==> config.mk <==
export PLATFORM = sky130hd
export DESIGN_NAME = csa_mantissa_multiplier_flat
export DESIGN_NICKNAME = d
export VERILOG_FILES = /design/src/rtl/csa_mantissa_multiplier_if.sv /design/src/rtl/csa_mantissa_multiplier.sv /design/src/flat_wrapper.sv
export SDC_FILE = /design/constraint.sdc
export NUM_CORES = 1
export LEC_CHECK = 0
export CORE_MARGIN = 2
export CORE_UTILIZATION = 53
export DETAILED_ROUTE_END_ITERATION = 12
export PLACE_DENSITY = 0.85
export SYNTH_ARGS = -nofsm -noshare
export SYNTH_HDL_FRONTEND = slang
export SYNTH_SLANG_ARGS = --single-unit
==> constraint.sdc <==
create_clock -name clk -period 6 [get_ports clk]
set_input_delay 0.9 -clock clk [delete_from_list [all_inputs] [get_ports clk]]
set_output_delay 0.9 -clock clk [all_outputs]
set_load 0.01 [all_outputs]
==> src/rtl/csa_mantissa_multiplier_if.sv <==
// Operand/result handshake bundle for the carry-save mantissa multiplier.
// Ports: in_valid/in_ready/mant_a/mant_b on the operand side;
//        out_valid/out_ready/s9_final/c9_final on the result side, plus busy.
interface csa_mantissa_multiplier_if #(
  parameter int MANT_W = 24
);
  localparam int PROD_W = 2 * MANT_W;

  logic              in_valid;
  logic              in_ready;
  logic [MANT_W-1:0] mant_a;
  logic [MANT_W-1:0] mant_b;
  logic              out_valid;
  logic              out_ready;
  logic [PROD_W-1:0] s9_final;
  logic [PROD_W-1:0] c9_final;
  logic              busy;

  // master: operand producer / result consumer
  modport master (
    output in_valid, mant_a, mant_b, out_ready,
    input  in_ready, out_valid, s9_final, c9_final, busy
  );

  // slave: the multiplier itself
  modport slave (
    input  in_valid, mant_a, mant_b, out_ready,
    output in_ready, out_valid, s9_final, c9_final, busy
  );
endinterface

==> src/rtl/csa_mantissa_multiplier.sv <==
// Iterative unsigned mantissa multiplier producing a carry-save product pair (s9_final, c9_final).
// Latency: MANT_W/BITS_PER_CYCLE cycles after accept (zero operand: next cycle); 1 op per N+2 cycles.
// Backpressure: result held stable in DONE until out_ready; in_ready only in IDLE, one bubble after DONE.
// Ports: clk, nreset (sync, active-low), bus (slave modport of csa_mantissa_multiplier_if).
module csa_mantissa_multiplier #(
  parameter int MANT_W         = 24,
  parameter int BITS_PER_CYCLE = 4
) (
  input  logic                       clk,
  input  logic                       nreset,
  csa_mantissa_multiplier_if.slave   bus
);

  localparam int PROD_W = 2 * MANT_W;
  localparam int NCHUNK = MANT_W / BITS_PER_CYCLE;
  localparam int CNT_W  = (NCHUNK > 1) ? $clog2(NCHUNK) : 1;

  if (BITS_PER_CYCLE < 1 || (MANT_W % BITS_PER_CYCLE) != 0) begin : g_bad_cfg
    $error("csa_mantissa_multiplier: BITS_PER_CYCLE must divide MANT_W");
  end

  typedef enum logic [1:0] {
    IDLE = 2'd0,
    BUSY = 2'd1,
    DONE = 2'd2
  } state_t;

  state_t            state_q;
  state_t            state_nxt;
  logic [CNT_W-1:0]  cnt_q;
  logic [PROD_W-1:0] a_sh_q;   // multiplicand pre-shifted to the current chunk's weight
  logic [MANT_W-1:0] b_q;      // multiplier shifted down so bit 0 is the current chunk's LSB
  logic [PROD_W-1:0] s_q;
  logic [PROD_W-1:0] c_q;

  logic [PROD_W-1:0] s_acc;
  logic [PROD_W-1:0] c_acc;
  logic [PROD_W-1:0] pp;
  logic [PROD_W-1:0] t_sum;
  logic [PROD_W-1:0] t_carry;

  logic              last_chunk;
  logic              zero_op;

  assign last_chunk = (cnt_q == CNT_W'(NCHUNK - 1));
  assign zero_op    = (bus.mant_a == '0) || (bus.mant_b == '0);

  // Chain of 3:2 compressors: each set multiplier bit folds one partial product
  // into the running carry-save pair within the same cycle.
  always_comb begin
    s_acc   = s_q;
    c_acc   = c_q;
    pp      = '0;
    t_sum   = '0;
    t_carry = '0;
    for (int j = 0; j < BITS_PER_CYCLE; j++) begin
      if (b_q[j]) begin
        pp      = a_sh_q << j;
        t_sum   = s_acc ^ c_acc ^ pp;
        t_carry = ((s_acc & c_acc) | (s_acc & pp) | (c_acc & pp)) << 1;
        s_acc   = t_sum;
        c_acc   = t_carry;
      end
    end
  end

  always_comb begin
    state_nxt = state_q;
    case (state_q)
      IDLE: if (bus.in_valid) state_nxt = zero_op ? DONE : BUSY;
      BUSY: if (last_chunk)   state_nxt = DONE;
      DONE: if (bus.out_ready) state_nxt = IDLE;
      default:                 state_nxt = IDLE;
    endcase
  end

  always_ff @(posedge clk) begin
    if (!nreset) begin
      state_q <= IDLE;
    end else begin
      state_q <= state_nxt;
    end
  end

  always_ff @(posedge clk) begin
    if (!nreset) begin
      cnt_q  <= '0;
      a_sh_q <= '0;
      b_q    <= '0;
      s_q    <= '0;
      c_q    <= '0;
    end else begin
      case (state_q)
        IDLE: begin
          if (bus.in_valid) begin
            a_sh_q <= {{MANT_W{1'b0}}, bus.mant_a};
            b_q    <= bus.mant_b;
            s_q    <= '0;
            c_q    <= '0;
            cnt_q  <= '0;
          end
        end
        BUSY: begin
          s_q    <= s_acc;
          c_q    <= c_acc;
          a_sh_q <= a_sh_q << BITS_PER_CYCLE;
          b_q    <= b_q >> BITS_PER_CYCLE;
          cnt_q  <= cnt_q + CNT_W'(1);
        end
        default: ;
      endcase
    end
  end

  assign bus.in_ready  = (state_q == IDLE);
  assign bus.out_valid = (state_q == DONE);
  assign bus.busy      = (state_q != IDLE);
  assign bus.s9_final  = s_q;
  assign bus.c9_final  = c_q;

endmodule

==> src/flat_wrapper.sv <==
// flat-port wrapper written by rule: the top's interface ports become plain ports
module csa_mantissa_multiplier_flat 
#(
  parameter int MANT_W         = 24,
  parameter int BITS_PER_CYCLE = 4
)
  (clk, nreset, bus_in_valid, bus_mant_a, bus_mant_b, bus_out_ready, bus_in_ready, bus_out_valid, bus_s9_final, bus_c9_final, bus_busy);
  csa_mantissa_multiplier_if #(.MANT_W(MANT_W)) bus_i ();
  input  logic clk;
  input  logic nreset;
  input wire logic [$bits(bus_i.in_valid)-1:0] bus_in_valid;
  input wire logic [$bits(bus_i.mant_a)-1:0] bus_mant_a;
  input wire logic [$bits(bus_i.mant_b)-1:0] bus_mant_b;
  input wire logic [$bits(bus_i.out_ready)-1:0] bus_out_ready;
  output wire logic [$bits(bus_i.in_ready)-1:0] bus_in_ready;
  output wire logic [$bits(bus_i.out_valid)-1:0] bus_out_valid;
  output wire logic [$bits(bus_i.s9_final)-1:0] bus_s9_final;
  output wire logic [$bits(bus_i.c9_final)-1:0] bus_c9_final;
  output wire logic [$bits(bus_i.busy)-1:0] bus_busy;
  assign bus_i.in_valid = bus_in_valid;
  assign bus_i.mant_a = bus_mant_a;
  assign bus_i.mant_b = bus_mant_b;
  assign bus_i.out_ready = bus_out_ready;
  assign bus_in_ready = bus_i.in_ready;
  assign bus_out_valid = bus_i.out_valid;
  assign bus_s9_final = bus_i.s9_final;
  assign bus_c9_final = bus_i.c9_final;
  assign bus_busy = bus_i.busy;
  csa_mantissa_multiplier #(.MANT_W(MANT_W), .BITS_PER_CYCLE(BITS_PER_CYCLE)) u_core (.clk(clk), .nreset(nreset), .bus(bus_i));
endmodule
==> metrics <==
Max rail drop VDD 0.167 mV; first-pass GRT wire length between 60 and 70 mm; Main synth FF type dfxtp_1; setup_tns 0 ps; # fillers 2269; ANT nets after route 0; Post-route DRC 0; Yosys top cell area share 0.237; setup slack after layout 1870 ps; Achievable Freq 0.242 GHz; Data arrival, critical path 4450 ps; drt total wl 36.1 mm; #FFs+latches synth 173; Seq pwr share 0.404; vias per cell 5.78; Synth async-reset ratio 0; PostCTS Resize Cnt 0; area delta synth->final 14.0%; die height 173 um; part of the Yosys area used for sequential elements 0.229; Post-Syn Instances between 1500 and 2000; clk_lat worst skew 440 ps; Comb power frac 0.259; Placement Rows 61; EDFF count, synth 0; synth unique cells 46; CP endpoint kind register; antenna violations before repair 0; total clock sinks between 150 and 200; via count ~12000; Final nets 1934; Hold Path Cell Cnt 1; leading cell type in the layout, fill and taps excluded nand2_1; Wirelength per Cell roughly 17 um; P_int 2.20 mW; Final Setup Violations 0; status complete, no violations; Final Instance Count excl. Fillers around 2100; Tmin final 4130 ps; Worst Hold Class register to register; leakage approximately 7.6 nW; fin util 0.618; routability cong. around 0.84; Worst-path clk slew 70 ps; DRT Pass-1 Iters 5; total track usage 0.246; power per cell area 194 nW/um2; most frequent cells in the layout nand2_1 (273), fa_1 (179), dfxtp_1 (169); reg2reg path depth 12; H-tree levels 4; post-place setup slack 1910 ps; main area contributors after synthesis fa_1 (24%), dfxtp_1 (23%), mux2_2 (6.8%), nand2_1 (6.8%), mux2i_1 (6.2%); unrepaired setup endpoints after global routing no; Port-buffer cells 150; Syn Nets about 1900; sw frac 0.343; 1st-iter DRT viols 1038; CTS tree built; final hold viol count 0; Crit path required time 6320 ps; Clock Tree Buf Depth 2; share of layout cells above drive strength 1 0.0885; clk root buf clkbuf_16; hold buffers post-CTS 0; hpwl dp 25.2 mm; net switching power 1.15 mW; number of global-route vias before repair 12400; full die area about 30000 um2; Syn Std Cell Area 15100 um2; largest net degree at the start of global routing 122; startpoint types register; Starting Density 0.542; clock network power share 0.336; die width 173 um; maxcap violations 0; Placed Cells 2053; Synth Area per Inst 9.20 um2; worst slew pin tran 1170 ps; leading area contributor after synthesis fa_1; worst-path maximum fanout between 40 and 50; post-CTS setup buffers 0; Worst Setup Path Type register to register; Core ar. 27900 um2; skew final 9.89 ps; Slew Limit Fails 0; CTS buffer count 17; Slew headroom 0.220; GRT Residual Overflow 0; # IOs 151; period utilisation layout 0.689; Syn. warnings 0; Overall Power 3.35 mW; ant diodes 0
[metal layers]
layer / track usage / routed length (um)
met1: 0.320 / 15600
met2: 0.423 / 18200
met3: 0.0328 / 1480
met4: 0.0819 / 830
met5: 0 / 0
[metrics by stage]
| step | area, um2 | hold slack [ps] |
|---|---|---|
| 2_1_floorplan | 15100 | 472 |
| 3_3_place_gp | 16700 | 479 |
| 3_5_place_dp | 16700 | 485 |
| 4_1_cts | 17300 | 502 |
| 5_1_grt | 17300 | 517 |
| 6_report | 17300 | 505 |
[power groups by stage]
| stage | Clock, mW | Sequential, mW | Combinational (mW) |
|---|---|---|---|
| after detailed placement | 0 | 1.38 | 0.860 |
| after global routing | 1.18 | 1.37 | 0.981 |
| final | 1.12 | 1.35 | 0.868 |
| after CTS | 1.13 | 1.35 | 0.868 |
| after global placement | 0 | 1.38 | 0.806 |
| after floorplan | 0 | 1.32 | 0.655 |
[critical path, stage by stage, from the launching register on]
cell	delay [ps]
dfxtp_4	720
buf_4	530
mux2_2	420
fa_1	380
mux2i_1	270
inv_1	100
fa_1	520
nand2_1	50
o21ai_0	170
fa_1	470
nand2b_1	160
o211ai_1	110
a21boi_0	100
[final timing paths]
| path | from | to | slack, ps |
|---|---|---|---|
| hold / removal | u_core.b_q[16] | u_core.b_q[16] | 500 |
| setup / recovery | u_core.b_q[0] | u_core.bus.s9_final[42] | 1870 |
| setup reg to reg | u_core.b_q[0] | u_core.bus.s9_final[42] | 1870 |
| hold reg to reg | u_core.b_q[16] | u_core.b_q[16] | 500 |
[synth_stat cells, types with 2 or more instances]
cell type,instances
nand2_1,273
fa_1,179
dfxtp_1,173
inv_1,99
clkbuf_1,96
o21ai_0,95
mux2i_1,94
nand2b_1,94
mux2_2,91
o211ai_1,91
a21boi_0,90
nand3_1,43
nor2b_1,42
o211a_1,40
a22oi_1,33
buf_4,17
nor4_1,12
nor2_1,10
buf_1,9
ha_1,9
xnor2_1,8
buf_2,7
a21oi_1,6
and2_1,6
or2_2,3
a31oi_1,2
and3_1,2
xor2_1,2
[cell type report]
class | instances | area [um2] | area share
Clock buffer | 18 | 429 | 0.0249
Inverter | 99 | 372 | 0.0215
Sequential cell | 173 | 3480 | 0.202
Multi-Input combinational cell | 1242 | 10700 | 0.623
Clock inverter | 14 | 149 | 0.00863
Timing Repair Buffer | 161 | 1610 | 0.0931
Tap cell | 378 | 473 | 0.0274
[state kept, by name, summed over array words and instances (netlist names)]
| register | count |
|---|---|
| u_core.bus.c9_final | 48 |
| u_core.a_sh_q | 48 |
| u_core.b_q | 24 |
| u_core.state_q | 2 |
| u_core.cnt_q | 3 |
| u_core.bus.s9_final | 48 |
[cells by family (layout without fill, tap and decap cells)]
logic type      count (synthesis)  after routing  share of synthesized area
fa+ha+maj                     189            189                      0.245
mux                           187            187                      0.132
compound gates                366            366                      0.172
xor+xnor                       11             11                    0.00728
buf+inv                       229            292                     0.0621
simple gates                  489            489                      0.153
flops                         173            173                      0.229
Note: power is estimated with default switching activity, not from simulation.
